===== src/rtl/sub_layer_seq.sv =====
// rtl/sub_layer_seq.sv - sequential PRESENT sbox layer, one nibble (or nibble pair) per cycle
// SUB_LAYER_FAST_EN: two sbox lanes per cycle, halving latency.

module sbox (
  input  logic [3:0] x,
  output logic [3:0] r
);
  always_comb begin
    case (x)
      4'h0: r = 4'hC;
      4'h1: r = 4'h5;
      4'h2: r = 4'h6;
      4'h3: r = 4'hB;
      4'h4: r = 4'h9;
      4'h5: r = 4'h0;
      4'h6: r = 4'hA;
      4'h7: r = 4'hD;
      4'h8: r = 4'h3;
      4'h9: r = 4'hE;
      4'hA: r = 4'hF;
      4'hB: r = 4'h8;
      4'hC: r = 4'h4;
      4'hD: r = 4'h7;
      4'hE: r = 4'h1;
      default: r = 4'h2;
    endcase
  end
endmodule

module sub_layer_seq #(
  parameter int WIDTH = 64
) (
  input  logic             clk,
  input  logic             rst,
  input  logic             req,
  input  logic [WIDTH-1:0] x,
  output logic             ack,
  output logic             busy,
  output logic [WIDTH-1:0] r
);

`ifdef SUB_LAYER_FAST_EN
  localparam int LANE = 8;
`else
  localparam int LANE = 4;
`endif
  localparam int STEPS = WIDTH / LANE;
  localparam int CW = (STEPS > 1) ? $clog2(STEPS) : 1;
  localparam logic [CW-1:0] LAST = CW'(STEPS - 1);

  typedef enum logic [1:0] {IDLE, BUSY, DONE} state_t;

  state_t           state;
  logic [CW-1:0]    cnt;
  logic [WIDTH-1:0] w;
  logic [WIDTH-1:0] w_upd;
  logic [LANE-1:0]  lane_in;
  logic [LANE-1:0]  lane_out;
  int               idx;

  always_comb begin
    idx     = int'(cnt) * LANE;
    lane_in = w[idx +: LANE];
    w_upd   = w;
    w_upd[idx +: LANE] = lane_out;
  end

  // The shared sbox lanes see whichever slice cnt currently points at.
  for (genvar g = 0; g < LANE / 4; g++) begin : g_lane
    sbox u_sbox (
      .x (lane_in[4*g +: 4]),
      .r (lane_out[4*g +: 4])
    );
  end

  always_ff @(posedge clk) begin
    if (rst) begin
      state <= IDLE;
      ack   <= 1'b0;
      busy  <= 1'b0;
      r     <= '0;
      cnt   <= '0;
      w     <= '0;
    end else begin
      case (state)
        IDLE: begin
          if (req) begin
            w     <= x;
            cnt   <= '0;
            busy  <= 1'b1;
            state <= BUSY;
          end
        end
        BUSY: begin
          w <= w_upd;
          if (cnt == LAST) begin
            r     <= w_upd;
            ack   <= 1'b1;
            busy  <= 1'b0;
            state <= DONE;
          end else begin
            cnt <= cnt + CW'(1);
          end
        end
        DONE: begin
          // Result is held until the requester withdraws; no back-to-back capture.
          if (!req) begin
            ack   <= 1'b0;
            state <= IDLE;
          end
        end
        default: state <= IDLE;
      endcase
    end
  end

endmodule


===== config.mk =====
export PLATFORM = sky130hd
export DESIGN_NAME = sub_layer_seq
export DESIGN_NICKNAME = d
export VERILOG_FILES = /design/src/rtl/sub_layer_seq.sv
export SDC_FILE = /design/constraint.sdc
export NUM_CORES = 1
export LEC_CHECK = 0
export BUFFER_PORTS_ARGS = -buffer_cell sky130_fd_sc_hd__buf_4
export CORE_MARGIN = 10
export CORE_UTILIZATION = 60
export CTS_CLUSTER_DIAMETER = 30
export DETAILED_ROUTE_END_ITERATION = 8
export PLACE_DENSITY = 0.86
export SKIP_CTS_REPAIR_TIMING = 1
export SLEW_MARGIN = 20
export SYNTH_ARGS = -nofsm -noshare
export SYNTH_HDL_FRONTEND = slang
export SYNTH_SLANG_ARGS = --single-unit

===== constraint.sdc =====
create_clock -name clk -period 8 [get_ports clk]
set_input_delay 1.6 -clock clk [delete_from_list [all_inputs] [get_ports clk]]
set_output_delay 1.6 -clock clk [all_outputs]
set_load 0.05 [all_outputs]

==> reports/metrics.yaml, run 1 <==
outcome:
  status: "finished with violations"
  violations: "design-rule violations"
yosys:
  yosysWarnings: 0
  syn_nets: 870
  ys_async_sr_fraction_pct: 0
  synth_xor_area_share_pct: 0.6415
  synth.top_cells.by_area: "dfxtp_1, a22oi_1, nor2_1"
  synth_fa_ha_area_share_pct: 2.016
  ys.flop_type: "dfxtp_1"
  syn_area_um2: 6827
  ys_ff_latch: 136
  ys_seq_area_share_pct: 39.88
  synth_compound_gate_area_share_pct: 28.65
  synth_edf_count: 0
  synth_top_area_cell: "dfxtp_1"
  synth_top_family_by_area: "compound AO/OA/AOI/OAI gates"
  syn-mean-instance-area_um2: 8.619
  syn_inst: 792
  synth_cell_types: 55
  synth_top_area_share_pct: 39.88
  yosys.area_share.simple_pct: 17.06
  muxShareOfSynthArea_pct: 6.965
critical_path:
  path_common_cell: "buf_4"
  r2r_cells: 13
  r2r-end: "w[16]"
  path_max_fanout: 19
  path_buf_inv: 3
  end_kind: "register"
  cp_top_family: "simple AND/OR/NAND/NOR gates"
  cp_slowest_cell: "dfxtp_1"
  crit_required_ns: 8.25
  cp_cell_sequence: "buf_4, mux2i_1, a221oi_1, o21ai_0, nand2_1, inv_1, ha_1, or2_2, a21o_1, mux2i_2, buf_4, nand2b_1, o22ai_1"
  cp-start-kind: "register"
  regToRegStartpoint: "cnt[0]"
  r2r_slack_ns: 3.51
  worstPathArrival_ns: 4.74
  max_stage_delay_ns: 0.87
  crit_type: "reg -> reg"
sta:
  hold_violations: 0
  tns_ns: 0
  fmax_ghz: 0.2225
  worstMarginPinSlew_ns: 1.120
  finalCriticalPeriod_ns: 4.495
  clock_skew_ns: 0.008195
  rsz0062_at_grt: "false"
  fin_crit_sh_pct: 56.19
  drv_slew: 0
  max_slew_margin_pct: 25.18
  hold_slack_ns: 0.4577
  setup_viol: 0
worst_hold_path:
  hp-start: "r[2]"
  hold_class: "reg -> reg"
  min_path_cells: 2
  hold_path_end: "r[2]"
detailed_routing:
  dr_wl_met3_um: 3554
  wl_per_cell_um: 25.61
  vias: 7452
  drt_iter0_drc: 1371
  first_pass_iters: 9
  wirelength_um: 26660
  highest_layer: "met4"
  route.detailed.drc: 1
  via_per_inst: 7.159
  drtAntennaViolNets: 0
  dr_wl_met2_um: 11840
  drt-met1-wl_um: 9905
placed_design:
  place_inst: 1009
  gp_congestion: 1.006
  port_buffers: 132
  post_dp_cell_area_um2: 7807
  hpwl_um: 18450
flow_run:
  max_cap_viol_count: 0
clock_network:
  path_clk_slew_ns: 0.06
  htree_levels: 4
  cts_inserted_buffers: 17
  cts_tree: "built"
  cts.sinks: 136
  cts.path.max_buffers: 2
  cts-root-buf: "clkbuf_16"
  clk_latency_ns: 0.42
cells_and_area:
  fin_nets: 966
  layout.cells.non_filler: 1041
  diodes: 0
  drive_gt1_share_pct: 22.42
  syn2layout_area_growth_pct: 22.49
  stdcell_area_um2: 8362
die:
  dieWidth_um: 126.7
  die_area_um2: 16040
  start_util_pct: 62.16
  chipHeight_um: 126.7
  coreArea_um2: 10980
  row_count: 38
  io_pins: 133
global_routing:
  grt_pass1_vias: 7347
  grt_max_degree: 86
  grt_overflow: 0
  antenna_found_initial: 0
  grt_usage_pct: 32.00
  grt_pass1_wl_um: 41260
pwr:
  p_leak_nw: 3.343
  p_total_mw: 1.740
  vdd.ir_drop.worst_uv: 319.3
  power.density_nw_per_um2: 208.1
-- registers in the layout, summed over array words and instances, names as in the netlist --
| register | flops |
|---|---|
| ack | 1 |
| r | 64 |
| cnt | 4 |
| state | 2 |
| w | 64 |
| busy | 1 |
-- cells by family (layout without fill, tap and decap cells) --
kind of cell | Yosys count | after routing
buf+inv | 77 | 186
fa+ha+maj | 11 | 11
simple gates | 250 | 250
flops | 136 | 136
mux | 31 | 31
compound gates | 282 | 282
xor+xnor | 5 | 5
-- synth_stat cells, types with 6 or more instances --
cell and count:
nor3_1 16, nand3_1 18, mux4_2 13, a222oi_1 18, a21o_1 6, dfxtp_1 136
nor2b_1 7, clkbuf_1 52, and2_1 12, nand2_1 55, a21oi_1 44, ha_1 11
a31oi_1 6, inv_1 11, nor2_1 96, buf_2 6, o22ai_1 26, a22oi_1 48
nand2b_1 16, o21ai_0 70, a221oi_1 28, and3_1 8, mux2i_1 16
-- area by class of cell --
class                           count  area, um2
Fill cell                         785       2621
Tap cell                          140      175.2
Clock buffer                       19      432.9
Timing Repair Buffer              143       1074
Inverter                           11      41.29
Clock inverter                     13      121.4
Multi-Input combinational cell    579       3795
Sequential cell                   136       2723
-- where the power goes --
part	total (mW)	switching, mW	internal [mW]	leakage [nW]
registers	0.734	0.0332	0.700	1.11
logic	0.256	0.161	0.0945	1.98
clock network	0.751	0.321	0.430	0.257
-- layer usage --
metal / vias to the layer above / global-route usage (%)
met3: 125 / 10.16
met2: 645 / 47.48
met1: 3488 / 40.73
met4: 0 / 16.88
met5: - / 0
li1: 3194 / -
-- stage by stage --
step / utilization [%] / setup slack, ns
global placement: 71.09 / 3.841
floorplan: - / 4.608
CTS: 76.13 / 3.576
detailed placement: 71.09 / 3.637
global route: 76.13 / 3.197
finish: 76.13 / 3.505
-- cell usage in the layout (no fill, tap or decap), types with 4 or more instances in the layout --
cell type,synthesis,final
a31oi_1,6,6
nand2_1,55,55
a221oi_2,4,4
and3_1,8,8
o22ai_1,26,26
nand4_1,4,4
and2_1,12,12
mux4_2,13,13
clkbuf_16,0,17
inv_6,0,4
clkinvlp_4,0,5
nor3_1,16,16
nand2b_1,16,15
o21ai_0,70,70
nor2b_1,7,7
a222oi_1,18,18
xnor2_1,4,4
nand3_1,18,18
a21o_1,6,6
nor2_1,96,95
a22oi_1,48,48
a21oi_1,44,44
a221oi_1,28,28
o211a_1,4,4
buf_4,2,143
ha_1,11,11
a41oi_1,4,4
inv_1,11,11
mux2i_1,16,14
dfxtp_1,136,136
-- how the worst max path moves through the flow --
| stage | from | endpoint | slack (ns) | cells past startpoint |
|---|---|---|---|---|
| 6_report | cnt[0] | w[16] | 3.51 | 13 |
| 5_1_grt | cnt[0] | w[16] | 3.20 | 13 |
| 4_1_cts | cnt[0] | w[16] | 3.58 | 13 |
| 2_1_floorplan | cnt[0] | r[24] | 4.61 | 15 |
| 3_5_place_dp | cnt[0] | w[16] | 3.64 | 13 |
| 3_3_place_gp | cnt[0] | w[8] | 3.84 | 13 |
-- worst min-delay path, stage by stage (launching register included) --
cell     delay [ns]
dfxtp_1        0.31
nand2_1        0.05
a21oi_1        0.05
Power figures use the tool's default switching activity.
==> run 2, diff against run 1 <==
Settings changed: CORE_UTILIZATION 60 to 56, PLACE_DENSITY 0.86 to 0.81.
Clock period 8 ns to 4.4 ns, I/O delays scaled along.
==> run 2 against run 1 <==
Against the previous run:
- the run now ends clean
- sequential power increased by 81%
- register-to-register slack got worse by 2.8 ns
- critical path depth decreased by 1
- die area increased by 6.0%
- non-clock buffer count increased by 3
- final area increased by 1.1%
- global-route usage decreased by 1.2 points
- sequential share of layout area decreased by 0.36 points
- via count decreased by 1.8%
- critical endpoint is now w[40]
- largest cell class unchanged
==> reports/metrics.yaml, run 2 (synthesized netlist as in run 1, its figures left out) <==
critical_path:
  crit_required_ns: 4.66
  max_stage_delay_ns: 0.71
  cp_slowest_cell: "dfxtp_1"
  crit_type: "reg -> reg"
  end_kind: "register"
  cp_top_family: "multiplexers"
  worstPathArrival_ns: 3.94
  path_buf_inv: 3
  path_max_fanout: 20
  cp-start-kind: "register"
  cp_cell_sequence: "buf_4, mux4_2, mux2i_1, mux2_2, inv_1, ha_1, or2_2, a21o_1, mux2i_1, buf_4, nand2b_1, o22ai_1"
die:
  row_count: 40
  die_area_um2: 17010
  start_util_pct: 57.07
  dieWidth_um: 130.4
  coreArea_um2: 11960
  chipHeight_um: 130.4
  io_pins: 133
sta:
  hold_slack_ns: 0.4495
  fin_crit_sh_pct: 83.64
  finalCriticalPeriod_ns: 3.680
  setup_viol: 0
  fmax_ghz: 0.2717
  drv_slew: 0
  tns_ns: 0
  max_slew_margin_pct: 25.96
  worstMarginPinSlew_ns: 1.107
  hold_violations: 0
  clock_skew_ns: 0.006886
  rsz0062_at_grt: "false"
cells_and_area:
  post-route-util_pct: 70.68
  syn2layout_area_growth_pct: 23.85
  drive_gt1_share_pct: 22.70
  multiInputGateArea_um2: 3791
  ff_latch_area_um2: 2723
  layout_common_cells: "buf_4, dfxtp_1, nor2_1"
  fin_nets: 969
  diodes: 0
  final_common_cell: "buf_4"
  layout.cells.non_filler: 1050
  fill_cells: 955
  largestRegisters: "r (64), w (64), cnt (4)"
placed_design:
  place_inst: 1019
  port_buffers: 132
  hpwl_um: 18700
  gp_congestion: 0.9521
flow_run:
  max_cap_viol_count: 0
clock_network:
  cts.path.max_buffers: 2
  cts_tree: "built"
  htree_levels: 4
  cts_inserted_buffers: 17
  clk_latency_ns: 0.42
  cts-root-buf: "clkbuf_16"
  path_clk_slew_ns: 0.06
  cts.sinks: 136
detailed_routing:
  first_pass_iters: 7
  via_per_inst: 6.970
  wl_per_cell_um: 25.40
  highest_layer: "met4"
  drt_iter0_drc: 1210
  dr_wl_met3_um: 3394
  wirelength_um: 26680
  vias: 7319
  drt-met1-wl_um: 10290
  route.detailed.drc: 0
  drtAntennaViolNets: 0
  dr_wl_met2_um: 11790
global_routing:
  antenna_found_initial: 0
  grt_max_degree: 72
  grt_overflow: 0
  grt_usage_pct: 30.79
  grt_pass1_wl_um: 40250
  grt_pass1_vias: 7069
pwr:
  p_total_mw: 3.264
  vdd.ir_drop.worst_uv: 241.1
  power.density_nw_per_um2: 386.1
  p_leak_nw: 3.402
worst_hold_path:
  hold_class: "reg -> reg"
outcome:
  status: "complete, no violations"
-- run 2: per-layer routing --
metal / vias to the layer above / GRT usage [%]
met1: 3427 / 39.77
met2: 581 / 46.17
met3: 109 / 8.703
met5: - / 0
li1: 3202 / -
met4: 0 / 15.76
-- run 2: through the flow --
| stage | worst slack, ns | cell area, um2 |
|---|---|---|
| 2_1_floorplan | 1.008 | 6827 |
| 3_3_place_gp | 0.9640 | 7860 |
| 3_5_place_dp | 0.8293 | 7860 |
| 4_1_cts | 0.7792 | 8454 |
| 5_1_grt | 0.5127 | 8454 |
| 6_report | 0.7197 | 8454 |
-- run 2: final timing paths --
kind / start / end / slack [ns] / cells after the start
worst min-delay path: r[32] / r[32] / 0.45 / 1
worst max register to register: cnt[1] / w[40] / 0.72 / 12
worst min register to register: r[32] / r[32] / 0.45 / 1
worst max-delay path: cnt[1] / w[40] / 0.72 / 12
-- run 2: layout make-up --
| cell class | count | share of cell area, % |
|---|---|---|
| sequential | 136 | 32.20 |
| clock buffer | 18 | 5.195 |
| multi-input combinational | 579 | 44.84 |
| inverter | 11 | 0.4884 |
| tap | 147 | 2.176 |
| timing repair buffer | 146 | 13.26 |
| clock inverter | 13 | 1.835 |
-- run 2: worst register-to-register path: stages (launching register included) --
cell      delay (ns)
dfxtp_1         0.71
buf_4           0.28
mux4_2          0.31
mux2i_1         0.15
mux2_2          0.23
inv_1           0.10
ha_1            0.21
or2_2           0.31
a21o_1          0.18
mux2i_1         0.13
buf_4           0.31
nand2b_1        0.44
o22ai_1         0.18
-- run 2: report_power, final --
part	switching, mW	total (mW)	internal [mW]
Combinational	0.298	0.473	0.175
Clock	0.562	1.46	0.898
Sequential	0.0570	1.33	1.27
Total	0.917	3.26	2.35
==> run 3, diff against run 2 <==
Settings changed: ABC_AREA set to 1, CORE_UTILIZATION 56 to 57.
Clock period 4.4 ns to 3.46 ns, I/O delays scaled along.
==> run 3 against run 2 <==
Against the previous run:
- fmax increased by 28%
- critical path depth grew 3
- final area grew 12%
- clock power grew 16%
- clock-buffer cell count grew 3
- utilization shrank 0.30 points
- non-clock buffer count rose by 2
- largest cell class unchanged
- critical endpoint is now w[12]
==> reports/metrics.yaml, run 3 <==
yosys:
  syn_inst: 1210
  ys_seq_area_share_pct: 34.48
  syn_area_um2: 7896
  ys_async_sr_fraction_pct: 0
  syn-mean-instance-area_um2: 6.526
  yosys.cell_count.top_type: "nand2_1"
  synth_top_area_share_pct: 34.48
  synth.top_cells.by_area: "dfxtp_1, nand2_1, nand3_1"
  syn_nets: 1288
  synth_cell_types: 38
  synth_top_area_cell: "dfxtp_1"
  yosysWarnings: 0
  synth_edf_count: 0
  ys_ff_latch: 136
  ys.flop_type: "dfxtp_1"
  ys_top_cells_by_count: "nand2_1, inv_1, nand3_1, o21ai_0, dfxtp_1"
detailed_routing:
  drt_iter0_drc: 922
  first_pass_iters: 7
  wirelength_um: 26180
  route.detailed.drc: 0
  via_per_inst: 5.661
  drtAntennaViolNets: 0
  vias: 8452
  wl_per_cell_um: 17.53
critical_path:
  r2r_cells: 15
  r2r-end: "w[12]"
  path_buf_inv: 2
  regToRegStartpoint: "cnt[0]"
  end_kind: "register"
  r2r_slack_ns: 0.58
  critical_path_depth: 15
  crit_start: "cnt[0]"
  cp_cell_sequence: "buf_4, nand2_1, nand3_1, nand3_1, nand3_1, nand2_2, inv_2, ha_1, nand2_1, nand3_1, nand2_2, nand4_2, nand2_1, nand3_1, a21oi_1"
  cp_slowest_cell: "dfxtp_2"
  crit_type: "reg -> reg"
  path_common_cell: "nand3_1"
  crit_required_ns: 3.81
  path_max_fanout: 20
  crit_end: "w[12]"
  worstPathArrival_ns: 3.23
  cp-start-kind: "register"
  cp_top_family: "simple AND/OR/NAND/NOR gates"
  max_stage_delay_ns: 0.54
cells_and_area:
  final_common_cell: "nand2_1"
  largestRegisters: "r (64), w (64), cnt (4)"
  drive_gt1_share_pct: 18.00
  syn2layout_area_growth_pct: 19.44
  diodes: 0
  fill_cells: 1196
  layout_common_cells: "nand2_1, inv_1, nand3_1"
  fin_nets: 1384
global_routing:
  grt_usage_pct: 27.83
  grt_pass1_wl_um: 41860
  grt_overflow: 0
  grt_pass1_vias: 8087
  grt_max_degree: 80
  antenna_found_initial: 0
sta:
  max_slew_margin_pct: 40.98
  fmax_ghz: 0.3471
  drv_slew: 0
  setup_viol: 0
  hold_violations: 0
  worstMarginPinSlew_ns: 0.8853
  finalCriticalPeriod_ns: 2.881
  rsz0062_at_grt: "false"
  fin_crit_sh_pct: 83.26
  fin_ws_ns: 0.5794
  tns_ns: 0
  clock_skew_ns: 0.007139
  hold_slack_ns: 0.4660
die:
  chipHeight_um: 137.7
  row_count: 42
  dieWidth_um: 137.7
  start_util_pct: 58.93
  io_pins: 133
  coreArea_um2: 13400
  die_area_um2: 18960
placed_design:
  place_ws_ns: 0.6473
  gp_congestion: 0.9328
  hpwl_um: 18590
  port_buffers: 132
pwr:
  switching_share_pct: 32.11
  combPwrFrac_pct: 21.7
  vdd.ir_drop.worst_uv: 389.5
  p_clk_share_pct: 39.5
  p_leak_nw: 4.307
  power.density_nw_per_um2: 455.1
  p_seq_share_pct: 38.7
  p_switching_mw: 1.378
  intPower_mw: 2.914
flow_run:
  max_cap_viol_count: 0
clock_network:
  cts.sinks: 136
  htree_levels: 4
  cts_inserted_buffers: 17
  clk_latency_ns: 0.43
  cts.path.max_buffers: 2
  path_clk_slew_ns: 0.06
  cts_tree: "built"
  cts-root-buf: "clkbuf_16"
worst_hold_path:
  hold_class: "reg -> reg"
outcome:
  status: "complete, no violations"
==> run 3: cell count changes in the layout (fill, tap and decap cells not counted), sizes merged, moves of 12 or more <==
| cell | before | now |
|---|---|---|
| nand2b | 16 | 0 |
| a21oi | 44 | 124 |
| and2 | 12 | 0 |
| a22oi | 48 | 0 |
| nand2 | 55 | 256 |
| mux4 | 13 | 0 |
| a221oi | 32 | 0 |
| mux2i | 16 | 0 |
| o22ai | 26 | 0 |
| inv | 11 | 177 |
| a222oi | 18 | 0 |
| nor2 | 96 | 64 |
| o21ai | 71 | 160 |
| nand3 | 18 | 178 |
==> run 3: layout make-up <==
type	instances	area [um2]	share of cell area, %
Clock buffer	21	450.4	4.776
Clock inverter	9	78.83	0.8358
Inverter	178	675.6	7.164
Multi-Input combinational cell	825	4146	43.96
Sequential cell	136	2724	28.88
Tap cell	176	220.2	2.335
Timing Repair Buffer	148	1136	12.05
==> run 3: worst min-delay path, stage by stage, from the launching register on <==
cell and delay, ns:
dfxtp_1 0.31, nand2_1 0.06, a21oi_1 0.05
==> run 3: worst min path at each step <==
stage | start | cells after the start | endpoint
CTS | busy | 2 | busy
global placement | busy | 2 | busy
global route | busy | 2 | busy
finish | busy | 2 | busy
detailed placement | busy | 2 | busy
floorplan | w[1] | 2 | w[1]
==> run 3: metrics by stage <==
stage	std cells	power, mW	instance area, um2	util (%)
floorplan	1210	2.354	7896	-
global placement	1463	2.595	8902	66.43
detailed placement	1463	2.603	8902	66.43
CTS	1493	4.273	9432	70.38
global route	1493	4.463	9432	70.38
finish	1493	4.292	9432	70.38
==> run 3: power by group through the flow <==
stage	clock, mW	sequential (mW)	combinational [mW]
after floorplan	0	1.68	0.670
after global placement	0	1.69	0.901
after detailed placement	0	1.70	0.908
after CTS	1.70	1.66	0.916
after global routing	1.76	1.67	1.04
final	1.70	1.66	0.932
==> run 3: logic make-up after synthesis <==
group           Yosys count  synth area share [%]
buf+inv                 249                 13.26
xor+xnor                  1                0.1109
simple gates            512                 30.20
flops                   136                 34.48
compound gates          301                 20.20
fa+ha+maj                11                 1.743
==> run 3: layer usage <==
| layer | vias to the layer above | GRT usage (%) | share of wire (%) |
|---|---|---|---|
| met5 | - | 0 | 0 |
| met1 | 3883 | 34.91 | 41 |
| met2 | 381 | 44.54 | 47 |
| li1 | 4129 | - | - |
| met4 | 0 | 10.08 | 2.9 |
| met3 | 59 | 7.975 | 9.2 |
